==> src/rtl/relobi_pkg.sv <==
// Reliable-OBI helpers: bus configuration, R-other field widths and Hsiao column generation.
package relobi_pkg;

    typedef struct packed {
        int unsigned IdWidth;
    } obi_cfg_t;

    localparam obi_cfg_t ObiDefaultConfig = '{IdWidth: 32'd1};

    function automatic int unsigned relobi_r_other_width(obi_cfg_t cfg, int unsigned opt_width = 1);
        return cfg.IdWidth + 1 + opt_width;
    endfunction

    // Smallest r with enough odd-weight (>=3) columns to cover every data bit.
    function automatic int unsigned relobi_r_other_ecc_width(obi_cfg_t cfg, int unsigned opt_width = 1);
        int unsigned k;
        int unsigned r;
        k = relobi_r_other_width(cfg, opt_width);
        r = 2;
        while (((32'd1 << (r - 1)) - r) < k) r++;
        return r;
    endfunction

    function automatic int unsigned relobi_r_other_entry_width(obi_cfg_t cfg, int unsigned opt_width);
        return relobi_r_other_width(cfg, opt_width) + relobi_r_other_ecc_width(cfg, opt_width);
    endfunction

    // Column of data bit idx: the idx-th odd-weight (>=3) value in ascending order.
    function automatic int unsigned hsiao_column(int unsigned ecc_w, int unsigned idx);
        int unsigned n;
        n = 0;
        for (int unsigned v = 0; v < (32'd1 << ecc_w); v++) begin
            if ($countones(v) >= 3 && ($countones(v) % 2) == 1) begin
                if (n == idx) return v;
                n++;
            end
        end
        return 0;
    endfunction

endpackage

==> src/rtl/hsiao_ecc_dec.sv <==
// Hsiao SEC-DED decoder over a {ecc, data} word; reports syndrome and error class.
module hsiao_ecc_dec import relobi_pkg::*; #(
    parameter int unsigned DataWidth = 8,
    parameter int unsigned EccWidth  = 5
) (
    input  logic [EccWidth+DataWidth-1:0] in_i,
    output logic [DataWidth-1:0]          out_o,
    output logic [EccWidth-1:0]           syndrome_o,
    output logic [1:0]                    err_o
);

    logic [EccWidth-1:0] syn;

    always_comb begin
        syn = in_i[DataWidth +: EccWidth];
        for (int unsigned j = 0; j < DataWidth; j++) begin
            if (in_i[j]) syn = syn ^ EccWidth'(hsiao_column(EccWidth, j));
        end
    end

    always_comb begin
        out_o = in_i[DataWidth-1:0];
        for (int unsigned j = 0; j < DataWidth; j++) begin
            if (syn == EccWidth'(hsiao_column(EccWidth, j))) out_o[j] = ~out_o[j];
        end
    end

    // Odd-weight syndrome points at a single flip; even-weight nonzero means two or more.
    assign syndrome_o = syn;
    assign err_o[0]   = (|syn) & (^syn);
    assign err_o[1]   = (|syn) & ~(^syn);

endmodule

==> src/rtl/relobi_r_other_buffer.sv <==
// Elastic buffer for encoded R-other beats; payload passes through unmodified.
// RELOBI_R_BUF_FAULT_CHECK_EN enables head syndrome check and the fault counter.
module relobi_r_other_buffer import relobi_pkg::*; #(
    parameter obi_cfg_t    Cfg           = ObiDefaultConfig,
    parameter type         r_optional_t  = logic,
    parameter int unsigned OtherEccWidth = relobi_r_other_ecc_width(Cfg, $bits(r_optional_t)),
    parameter int unsigned Depth         = 2,
    parameter int unsigned CntWidth      = 8
) (
    input  logic                     clk_i,
    input  logic                     rst_i,
    input  logic                     in_valid_i,
    output logic                     in_ready_o,
    input  logic [Cfg.IdWidth-1:0]   rid_i,
    input  logic                     err_i,
    input  r_optional_t              r_optional_i,
    input  logic [OtherEccWidth-1:0] other_ecc_i,
    output logic                     out_valid_o,
    input  logic                     out_ready_i,
    output logic [Cfg.IdWidth-1:0]   rid_o,
    output logic                     err_o,
    output r_optional_t              r_optional_o,
    output logic [OtherEccWidth-1:0] other_ecc_o,
    output logic                     fault_o,
    output logic                     uncorr_o,
    output logic [CntWidth-1:0]      fault_cnt_o
);

    localparam int unsigned OptWidth   = $bits(r_optional_t);
    localparam int unsigned DataWidth  = relobi_r_other_width(Cfg, OptWidth);
    localparam int unsigned EntryWidth = relobi_r_other_entry_width(Cfg, OptWidth);
    localparam int unsigned PtrWidth   = $clog2(Depth);
    localparam int unsigned CountWidth = $clog2(Depth + 1);

    logic [EntryWidth-1:0] mem [Depth];
    logic [EntryWidth-1:0] entry_in;
    logic [EntryWidth-1:0] head;
    logic [PtrWidth-1:0]   wr_ptr;
    logic [PtrWidth-1:0]   rd_ptr;
    logic [CountWidth-1:0] count;
    logic                  push;
    logic                  pop;

    assign entry_in    = {other_ecc_i, rid_i, err_i, r_optional_i};
    assign in_ready_o  = (count != CountWidth'(Depth));
    assign out_valid_o = (count != '0);
    assign push        = in_valid_i && in_ready_o;
    assign pop         = out_valid_o && out_ready_i;

    always_ff @(posedge clk_i or posedge rst_i) begin
        if (rst_i) begin
            for (int unsigned i = 0; i < Depth; i++) mem[i] <= '0;
            wr_ptr <= '0;
            rd_ptr <= '0;
            count  <= '0;
        end else begin
            if (push) begin
                mem[wr_ptr] <= entry_in;
                wr_ptr      <= (wr_ptr == PtrWidth'(Depth - 1)) ? '0 : wr_ptr + 1'b1;
            end
            if (pop) begin
                rd_ptr <= (rd_ptr == PtrWidth'(Depth - 1)) ? '0 : rd_ptr + 1'b1;
            end
            if (push && !pop) count <= count + 1'b1;
            else if (pop && !push) count <= count - 1'b1;
        end
    end

    assign head = mem[rd_ptr];
    assign {other_ecc_o, rid_o, err_o, r_optional_o} = head;

`ifdef RELOBI_R_BUF_FAULT_CHECK_EN
    logic [OtherEccWidth-1:0] syndrome;
    logic [1:0]               dec_err;
    logic [DataWidth-1:0]     unused_corrected;
    logic                     unused_correctable;
    logic [CntWidth-1:0]      fault_cnt;

    hsiao_ecc_dec #(
        .DataWidth (DataWidth),
        .EccWidth  (OtherEccWidth)
    ) i_dec (
        .in_i       (head),
        .out_o      (unused_corrected),
        .syndrome_o (syndrome),
        .err_o      (dec_err)
    );

    assign unused_correctable = dec_err[0];
    assign fault_o            = out_valid_o && (|syndrome);
    assign uncorr_o           = out_valid_o && dec_err[1];

    always_ff @(posedge clk_i or posedge rst_i) begin
        if (rst_i) begin
            fault_cnt <= '0;
        end else if (pop && fault_o && (fault_cnt != '1)) begin
            fault_cnt <= fault_cnt + 1'b1;
        end
    end

    assign fault_cnt_o = fault_cnt;
`else
    assign fault_o     = 1'b0;
    assign uncorr_o    = 1'b0;
    assign fault_cnt_o = '0;
`endif

endmodule

==> config.mk <==
export PLATFORM = sky130hd
export DESIGN_NAME = relobi_r_other_buffer
export DESIGN_NICKNAME = d
export VERILOG_FILES = /design/src/rtl/relobi_pkg.sv /design/src/rtl/hsiao_ecc_dec.sv /design/src/rtl/relobi_r_other_buffer.sv
export SDC_FILE = /design/constraint.sdc
export NUM_CORES = 1
export LEC_CHECK = 0
export ABC_CLOCK_PERIOD_IN_PS = 1900
export CAP_MARGIN = 20
export CELL_PAD_IN_SITES_DETAIL_PLACEMENT = 1
export CELL_PAD_IN_SITES_GLOBAL_PLACEMENT = 1
export CORE_ASPECT_RATIO = 2
export CORE_MARGIN = 2
export CORE_UTILIZATION = 34
export DETAILED_ROUTE_END_ITERATION = 10
export PLACE_DENSITY = 0.78
export SLEW_MARGIN = 10
export SYNTH_ARGS = -nofsm -noshare
export SYNTH_HDL_FRONTEND = slang
export SYNTH_SLANG_ARGS = --single-unit
==> constraint.sdc <==
create_clock -name clk_i -period 1.9 [get_ports clk_i]
set_input_delay 0.38 -clock clk_i [delete_from_list [all_inputs] [get_ports clk_i]]
set_output_delay 0.38 -clock clk_i [all_outputs]
set_load 0.05 [all_outputs]
After elaboration in Yosys (flattened, before gate mapping)
Cells that the tools add are included.

Output and inout port bits: 19. Register bits: 18. Word-level logic and storage cells: 34.

Equal/unequal tests: 1. Reductions and logical operators: 9. Mux-type cells: 10. Order comparisons: 3. Bitwise operators: 2. Add/subtract/negate cells: 4.

Operator list (number): $mux 7 (4); $bwmux 14 (1); $demux 7 s1 (1); $logic_and 1x1->1 (5); $ge 2x2->1 const B (2); $mux 2 (2); $not 1->2 (2); $reduce_bool 2->1 (2); $add 1x1->1 const B (2); $add 2x1->2 const B (1); $logic_not 1->1 (2); $lt 2x1->1 const B (1); $mux 1 (2); $ne 2x2->1 const B (1); $sub 2x1->2 const B (1).

Longest topological paths before layout
Gate-level depths: netlist of the first run.

Depth after elaboration: 6. Depth in mapped cells: 6. Depth with buffers taken out: 6.

Worst setup path before layout of the first run
No wires, ideal clock.

Kind: reg-to-reg. From: reg count[0]. To: reg count[1]. Clock period less this slack: 1.580 ns. Required time: 1.774 ns. Library setup time: 0.126 ns. Cell stages (with the launch flop): 7. Path slack: 0.320 ns. Arrival: 1.455 ns. Path buffers: 0. Cells stage by stage: dfrtp_1 -> or2_2 -> nand2_1 -> ha_1 -> xor2_1 -> nor2_1 -> xor2_1.

Longest elaborated chain between the ends: 5. Elaborated cells between the ends (all ways): 13.

RTL lines: start, declared (line relobi_r_other_buffer.sv:40) `logic [CountWidth-1:0] count;`; start signal, assigned (line relobi_r_other_buffer.sv:64) `if (push && !pop) count <= count + 1'b1;`; start signal, assigned (line relobi_r_other_buffer.sv:65) `else if (pop && !push) count <= count - 1'b1;`; $reduce_bool 2->1 (*) (line relobi_r_other_buffer.sv:46) `assign out_valid_o = (count != '0);`; net out_valid_o (line relobi_r_other_buffer.sv:18) `output logic out_valid_o,`; $logic_and 1x1->1 (*) (line relobi_r_other_buffer.sv:48) `assign pop = out_valid_o && out_ready_i;`; $logic_not 1->1 (line relobi_r_other_buffer.sv:64); $logic_and 1x1->1 (line relobi_r_other_buffer.sv:64); $mux 2 / $reduce_bool 2->1 (equally long branches).

Mark *: on every way through the listed nets, which the timed path passes. The rest lies on a longest branch. The select of a mux whose other input is x is not followed. A chain may end at the register's enable or synchronous reset.

Worst setup path after layout of the first run
From: reg rd_ptr. To: out other_ecc_o[1].

Longest elaborated chain between the ends: 4.

RTL lines: start, declared (line relobi_r_other_buffer.sv:39) `logic [PtrWidth-1:0] rd_ptr;`; start signal, assigned (line relobi_r_other_buffer.sv:62) `rd_ptr <= (rd_ptr == PtrWidth'(Depth - 1)) ? '0 : rd_ptr + 1'b1;`; $not 1->2 (not written as such) (line relobi_r_other_buffer.sv:69) `assign head = mem[rd_ptr];`; $mux 7 (not written as such) (3 in a row) (line relobi_r_other_buffer.sv:69); end, declared (line relobi_r_other_buffer.sv:23) `output logic [OtherEccWidth-1:0] other_ecc_o,`.

No other way between the ends. The select of a mux whose other input is x is not followed.

==> results.json, run 1 <==
{
  "status": "complete, no violations",
  "htreeDepth": 1,
  "drtIter0Drc": 9,
  "clock_sinks": 18,
  "core-area_mm2": 0.002570,
  "fp.dieW_um": 40.88,
  "syn_area_per_cell_um2": 14.01,
  "drt-total-wl_um": 1680,
  "end_kind": "output pin",
  "setup_viol": 0,
  "min_path_type": "in2async",
  "tritoncts": "yes",
  "path_clk_slew_ns": 0.06,
  "syn_to_final_growth_pct": 21.11,
  "mappedNetlistArea_um2": 924.6,
  "slowest_stage": "dfrtp_1",
  "dp_hpwl_um": 1331,
  "overflow": 0,
  "antenna_found_initial": 0,
  "drv_cap": 0,
  "clk_latency_ns": 0.25,
  "finalHoldViolCount": 0,
  "finalCritPeriodShare": 0.9359,
  "fp.dieArea_mm2": 0.003178,
  "io_pins": 30,
  "crit_path_start_kind": "flip-flop",
  "n_antenna_cell": 0,
  "cts_setup_buffers": 0,
  "initial_utilization": 0.3598,
  "path_class": "reg2out",
  "grt_max_degree": 19,
  "grt_pass1_vias": 616,
  "routedWlPerCell_um": 14.74,
  "crit_required_ns": 1.52,
  "vias_per_cell": 4.544,
  "syn_inst": 66,
  "grt_pass1_wl_um": 2691,
  "fp-row-count": 26,
  "routabilityCongestion": 0.6180,
  "synth_seq_cells": 18,
  "post_cts_resized": 0,
  "drive_above_1_share": 0.4535,
  "clockBufferDepth": 2,
  "ctsHoldBuffers": 0,
  "rsz0062_at_grt": "false",
  "root_buffer": "clkbuf_8",
  "period_minus_slack_ns": 1.778,
  "setup_tns_ns": 0,
  "io_buffers": 19,
  "synth_cell_types": 18,
  "yosysWarnings": 0,
  "nets": 100,
  "gr-usage-all-layers": 0.1288,
  "firstDrtPassIters": 2,
  "synth_seq_area_share": 0.4871,
  "worstPathMaxFanout": 8,
  "drc_errors": 0,
  "cts-buffers-inserted": 3,
  "slowest_delay_ns": 0.57,
  "hold-worst-slack_ns": 0.4516,
  "vias": 518,
  "fin_skew_ns": 0.002562,
  "crit_chain": "mux2_2 -> buf_4",
  "slew_viol_final": 0,
  "die_y_um": 77.75,
  "fmax_mhz": 562.4,
  "postRouteAntennaNets": 0,
  "arrival_ns": 1.40
}
-- cells in the mapped netlist (all sizes together) --
| library cell | number | area (um^2) |
|---|---|---|
| clkbuf | 1 | 3.750 |
| and2 | 1 | 7.510 |
| buf | 11 | 86.33 |
| nand3b | 1 | 11.26 |
| inv | 1 | 3.750 |
| nand2 | 1 | 3.750 |
| mux2 | 21 | 262.8 |
| dfrtp | 18 | 450.4 |
| conb | 1 | 3.750 |
| ha | 1 | 12.51 |
| or2 | 1 | 6.260 |
| xor2 | 3 | 26.28 |
| nand2b | 1 | 13.76 |
| nor2 | 1 | 3.750 |
| and3 | 1 | 11.26 |
| xnor2 | 2 | 17.52 |
-- path summary, 6_finish.rpt --
| path | start | end | slack (ns) | depth (start not counted) |
|---|---|---|---|---|
| min in group clk_i | wr_ptr$_DFFE_PP0P_ | wr_ptr$_DFFE_PP0P_ | 0.49 | 1 |
| max in group asynchronous | rst_i | count[1]$_DFFE_PP0P_ | 1.26 | 3 |
| max reg2reg | count[0]$_DFFE_PP0P_ | count[1]$_DFFE_PP0P_ | 0.41 | 6 |
| min | rst_i | mem[5]$_DFFE_PP0P_ | 0.45 | 3 |
| max | rd_ptr$_DFFE_PP0P_ | other_ecc_o[1] | 0.12 | 2 |
| min reg2reg | wr_ptr$_DFFE_PP0P_ | wr_ptr$_DFFE_PP0P_ | 0.49 | 1 |
-- state kept, by name, indices dropped and copies added (netlist names) --
register / flops
count: 2
mem: 14
rd_ptr: 1
wr_ptr: 1
-- critical path: cells and delay by family (launching register included) --
kind                   cells  cell delay (ns)
buffers and inverters      1             0.19
DFF                        1             0.57
muxes                      1             0.39
-- cell type report --
cell class                      instances  area (um^2)
Clock buffer                            3        41.29
Sequential cell                        18        450.4
Multi-Input combinational cell         44        414.1
Tap cell                               28        35.03
Fill cell                             291         1450
Timing Repair Buffer                   20        175.2
Inverter                                1        3.754
-- stage by stage --
stage | util | cells | area (um^2) | setup slack (ns)
after floorplan | - | 75 | 958.4 | 0.3196
after global placement | 0.4197 | 111 | 1079 | 0.2059
after detailed placement | 0.4197 | 111 | 1079 | 0.1594
after CTS | 0.4357 | 114 | 1120 | 0.1116
after global routing | 0.4357 | 114 | 1120 | 0.06561
final | 0.4357 | 114 | 1120 | 0.1218
-- per-layer routing --
layer / vias to the layer above / wire length [um] / global-route usage
li1: 239 / - / -
met1: 263 / 595 / 0.1266
met2: 14 / 967 / 0.2094
met4: 0 / 31 / 0.09000
met3: 2 / 85 / 0.03429
met5: - / 0 / 0
-- cell usage in the layout (no fill, tap or decap), drive strengths merged --
master	n
dfrtp	18
xnor2	2
or2	1
buf	10
inv	1
xor2	3
nor2	1
and3	1
nand2b	1
clkdlybuf4s50	10
ha	1
clkbuf	3
nand3b	1
nand2	1
and2	1
mux2	21
conb	10
-- cell families (layout without fill, tap and decap cells) --
| logic type | count (synthesis) | after routing | synth area share |
|---|---|---|---|
| muxes | 21 | 21 | 0.2842 |
| adders and majority gates | 1 | 1 | 0.01353 |
| and+or+nand+nor | 7 | 7 | 0.06224 |
| buffers and inverters | 13 | 24 | 0.1015 |
| DFF | 18 | 18 | 0.4871 |
| other | 1 | 10 | 0.004056 |
| xor gates and xnor gates | 5 | 5 | 0.04737 |
Power of run 1 is left out: the tool's default activity adds up to more than one toggle a clock period on the data nets, which glitch-free logic cannot reach.
==> run 2: changes to the inputs <==
--- a/config.mk
+++ b/config.mk
@@ -11,10 +11,11 @@
 export CELL_PAD_IN_SITES_GLOBAL_PLACEMENT = 1
 export CORE_ASPECT_RATIO = 2
 export CORE_MARGIN = 2
-export CORE_UTILIZATION = 34
+export CORE_UTILIZATION = 35
 export DETAILED_ROUTE_END_ITERATION = 10
-export PLACE_DENSITY = 0.78
-export SLEW_MARGIN = 10
+export PLACE_DENSITY = 0.8
+export REMOVE_ABC_BUFFERS = 1
+export SLEW_MARGIN = 0
 export SYNTH_ARGS = -nofsm -noshare
 export SYNTH_HDL_FRONTEND = slang
 export SYNTH_SLANG_ARGS = --single-unit
==> results.json, run 2 (synthesis results as in run 1) <==
{
  "status": "complete, no violations",
  "final_cell_mix": "dfrtp_1 (18), mux2_2 (14), conb_1 (10), clkdlybuf4s50_1 (10), buf_4 (10)",
  "routedWlPerCell_um": 14.55,
  "die_y_um": 76.69,
  "slowest_stage": "dfrtp_1",
  "syn_to_final_growth_pct": 22.60,
  "final_cells": 115,
  "core-area_mm2": 0.002537,
  "fin_area_mm2": 0.001134,
  "layout_setup_ws_ns": 0.1378,
  "nets": 100,
  "clockBufferDepth": 2,
  "top_register": "mem",
  "fin_skew_ns": 0.001521,
  "setup_tns_ns": 0,
  "ctsHoldBuffers": 0,
  "biggestRegsByFlops": "mem x14, count x2",
  "end_kind": "output pin",
  "gr-usage-all-layers": 0.1356,
  "placed_area_mm2": 0.001079,
  "io_pins": 30,
  "path_clk_slew_ns": 0.07,
  "drtIter0Drc": 7,
  "n_antenna_cell": 0,
  "routabilityCongestion": 0.6542,
  "drc_errors": 0,
  "period_minus_slack_ns": 1.762,
  "crit_path_start_kind": "flip-flop",
  "largest_register_ffs": 14,
  "cts-buffers-inserted": 3,
  "cts_setup_buffers": 0,
  "antenna_found_initial": 0,
  "slew_viol_final": 0,
  "fp.dieArea_mm2": 0.003094,
  "fillers": 280,
  "drv_cap": 0,
  "layout_commonest_cell": "dfrtp_1",
  "drt-total-wl_um": 1673,
  "post_cts_resized": 0,
  "rsz0062_at_grt": "false",
  "multi_input_area_um2": 414.1,
  "grt_pass1_vias": 568,
  "setup_viol": 0,
  "root_buffer": "clkbuf_8",
  "htreeDepth": 1,
  "fp.dieW_um": 40.35,
  "firstDrtPassIters": 2,
  "place_ws_ns": 0.1455,
  "grt_max_degree": 19,
  "crit_required_ns": 1.52,
  "initial_utilization": 0.3644,
  "tritoncts": "yes",
  "clock_sinks": 18,
  "finalCritPeriodShare": 0.9275,
  "drive_above_1_share": 0.4598,
  "overflow": 0,
  "arrival_ns": 1.38,
  "min_path_type": "in2async",
  "vias": 517,
  "slowest_delay_ns": 0.55,
  "postRouteAntennaNets": 0,
  "fp-row-count": 26,
  "area.sequential_um2": 450.4,
  "fmax_mhz": 567.5,
  "crit_chain": "mux2_2 -> buf_4",
  "clk_latency_ns": 0.25,
  "io_buffers": 19,
  "dpl.cell_count": 111,
  "finalHoldViolCount": 0,
  "grt_pass1_wl_um": 2856,
  "vias_per_cell": 4.496,
  "worstPathMaxFanout": 8,
  "path_class": "reg2out"
}
-- run 2: cell count changes in the layout (fill, tap and decap cells not counted) --
cell,before,now
clkbuf_8,3,4
-- run 2: worst max-delay path: cells and delay by family, from the launching register on --
family	cells	cell delay (ns)
flops	1	0.55
mux	1	0.38
buf+inv	1	0.19
-- run 2: layout make-up --
| cell class | count | area share |
|---|---|---|
| flip-flops and latches | 18 | 0.3974 |
| repair buffers | 20 | 0.1545 |
| multi-input cells | 44 | 0.3653 |
| inverters | 1 | 0.003311 |
| clock buffers | 4 | 0.04857 |
| well taps | 28 | 0.03091 |
-- run 2: final timing paths --
kind	from	endpoint	slack, ns	cells past startpoint
min in group clk_i	wr_ptr$_DFFE_PP0P_	wr_ptr$_DFFE_PP0P_	0.49	1
hold / removal	rst_i	mem[10]$_DFFE_PP0P_	0.44	3
setup reg to reg	count[0]$_DFFE_PP0P_	count[1]$_DFFE_PP0P_	0.39	6
max in group asynchronous	rst_i	mem[12]$_DFFE_PP0P_	1.27	3
setup / recovery	rd_ptr$_DFFE_PP0P_	other_ecc_o[3]	0.14	2
hold reg to reg	wr_ptr$_DFFE_PP0P_	wr_ptr$_DFFE_PP0P_	0.49	1
-- run 2: metal layers --
layer	GRT usage	part of all wire	vias up
li1	-	-	241
met1	0.1641	0.35	254
met2	0.2127	0.58	18
met3	0.01734	0.044	4
met4	0.08000	0.027	0
met5	0	0	-
-- run 2: stage by stage --
step | util | hold WS (ns)
after floorplan | - | 0.3186
after global placement | 0.4250 | 0.4750
after detailed placement | 0.4250 | 0.4810
after CTS | 0.4467 | 0.4452
after global routing | 0.4467 | 0.4794
final | 0.4467 | 0.4366
Power of run 2 is left out for the same reason.
==> run 3: changes to the inputs <==
--- a/config.mk
+++ b/config.mk
@@ -5,7 +5,7 @@
 export SDC_FILE = /design/constraint.sdc
 export NUM_CORES = 1
 export LEC_CHECK = 0
-export ABC_CLOCK_PERIOD_IN_PS = 1900
+export ABC_CLOCK_PERIOD_IN_PS = 1800
 export CAP_MARGIN = 20
 export CELL_PAD_IN_SITES_DETAIL_PLACEMENT = 1
 export CELL_PAD_IN_SITES_GLOBAL_PLACEMENT = 1
==> constraint.sdc (replaced) <==
create_clock -name clk_i -period 1.8 [get_ports clk_i]
set_input_delay 0.36 -clock clk_i [delete_from_list [all_inputs] [get_ports clk_i]]
set_output_delay 0.36 -clock clk_i [all_outputs]
set_load 0.05 [all_outputs]
==> results.json, run 3 (synthesis results as in run 1) <==
{
  "status": "complete, no violations",
  "drv_cap": 0,
  "crit_path_start_kind": "flip-flop",
  "grt_pass1_wl_um": 2746,
  "period_minus_slack_ns": 1.644,
  "syn_to_final_growth_pct": 22.60,
  "cts_setup_buffers": 0,
  "multi_input_area_um2": 414.1,
  "finalCritPeriodShare": 0.9133,
  "routedWlPerCell_um": 14.19,
  "path_clk_slew_ns": 0.06,
  "post_cts_resized": 0,
  "fin_area_mm2": 0.001134,
  "initial_utilization": 0.3644,
  "fp.dieArea_mm2": 0.003094,
  "root_buffer": "clkbuf_8",
  "drtIter0Drc": 2,
  "io_buffers": 19,
  "fp-row-count": 26,
  "antenna_found_initial": 0,
  "largest_register_ffs": 14,
  "vias_per_cell": 4.623,
  "placed_area_mm2": 0.001091,
  "path_class": "reg2out",
  "io_pins": 30,
  "grt_max_degree": 19,
  "routabilityCongestion": 0.6613,
  "dp_hpwl_um": 1268,
  "min_path_type": "in2async",
  "setup_tns_ns": 0,
  "nets": 100,
  "fin_skew_ns": 0.002600,
  "grt_pass1_vias": 596,
  "crit_required_ns": 1.44,
  "finalHoldViolCount": 0,
  "worstPathMaxFanout": 8,
  "overflow": 0,
  "end_kind": "output pin",
  "setup_viol": 0,
  "drive_above_1_share": 0.4651,
  "layout_commonest_cell": "dfrtp_1",
  "final_cell_mix": "dfrtp_1 (17), mux2_2 (14), conb_1 (10), clkdlybuf4s50_1 (10), buf_4 (9)",
  "clk_latency_ns": 0.24,
  "cts-buffers-inserted": 3,
  "firstDrtPassIters": 2,
  "core-area_mm2": 0.002537,
  "rsz0062_at_grt": "false",
  "n_antenna_cell": 0,
  "fillers": 261,
  "ctsHoldBuffers": 0,
  "clockBufferDepth": 2,
  "top_register": "mem",
  "slew_viol_final": 0,
  "drc_errors": 0,
  "vias": 527,
  "htreeDepth": 1,
  "clock_sinks": 18,
  "postRouteAntennaNets": 0,
  "drt-total-wl_um": 1618,
  "fp.dieW_um": 40.35,
  "gr-usage-all-layers": 0.1280,
  "die_y_um": 76.69,
  "tritoncts": "yes",
  "fmax_mhz": 608.3,
  "area.sequential_um2": 451.7,
  "arrival_ns": 1.28,
  "biggestRegsByFlops": "mem x14, count x2"
}
[run 3: cell count changes in the layout (fill, tap and decap cells not counted), sizes merged]
cell    previous run  this run
clkbuf             4         3
[run 3: worst max-delay path: stages, from the launching register on]
cell     delay [ns]
dfrtp_2        0.47
mux2_2         0.37
buf_4          0.19
[run 3: layout make-up]
cell class / instances / share of cell area
well taps: 28 / 0.03091
multi-input cells: 44 / 0.3653
clock buffers: 3 / 0.03642
flip-flops and latches: 18 / 0.3985
inverters: 1 / 0.003311
repair buffers: 20 / 0.1656
[run 3: path summary, 6_finish.rpt]
kind,startpoint,end,slack (ns),depth (start not counted)
hold reg to reg,wr_ptr$_DFFE_PP0P_,wr_ptr$_DFFE_PP0P_,0.50,1
hold / removal,rst_i,mem[10]$_DFFE_PP0P_,0.43,3
max in group asynchronous,rst_i,rd_ptr$_DFFE_PP0P_,1.17,3
setup reg to reg,count[0]$_DFFE_PP0P_,count[1]$_DFFE_PP0P_,0.27,5
setup / recovery,rd_ptr$_DFFE_PP0P_,other_ecc_o[3],0.16,2
min in group clk_i,wr_ptr$_DFFE_PP0P_,wr_ptr$_DFFE_PP0P_,0.50,1
[run 3: through the flow]
| step | cells | hold WS (ns) | utilization | setup WS [ns] |
|---|---|---|---|---|
| 2_1_floorplan | 63 | 0.2986 | - | 0.2196 |
| 3_3_place_gp | 111 | 0.4829 | 0.4300 | 0.1152 |
| 3_5_place_dp | 111 | 0.4882 | 0.4300 | 0.05142 |
| 4_1_cts | 114 | 0.4332 | 0.4463 | 0.02792 |
| 5_1_grt | 114 | 0.4579 | 0.4467 | 0.08876 |
| 6_report | 114 | 0.4260 | 0.4467 | 0.1561 |
[run 3: metal layers]
layer,share of wire,vias to the layer above,global-route usage
met4,0.012,0,0.07000
met2,0.59,16,0.2143
met1,0.35,268,0.1412
li1,-,241,-
met3,0.046,2,0.01734
met5,0,-,0
Power of run 3 is left out for the same reason.
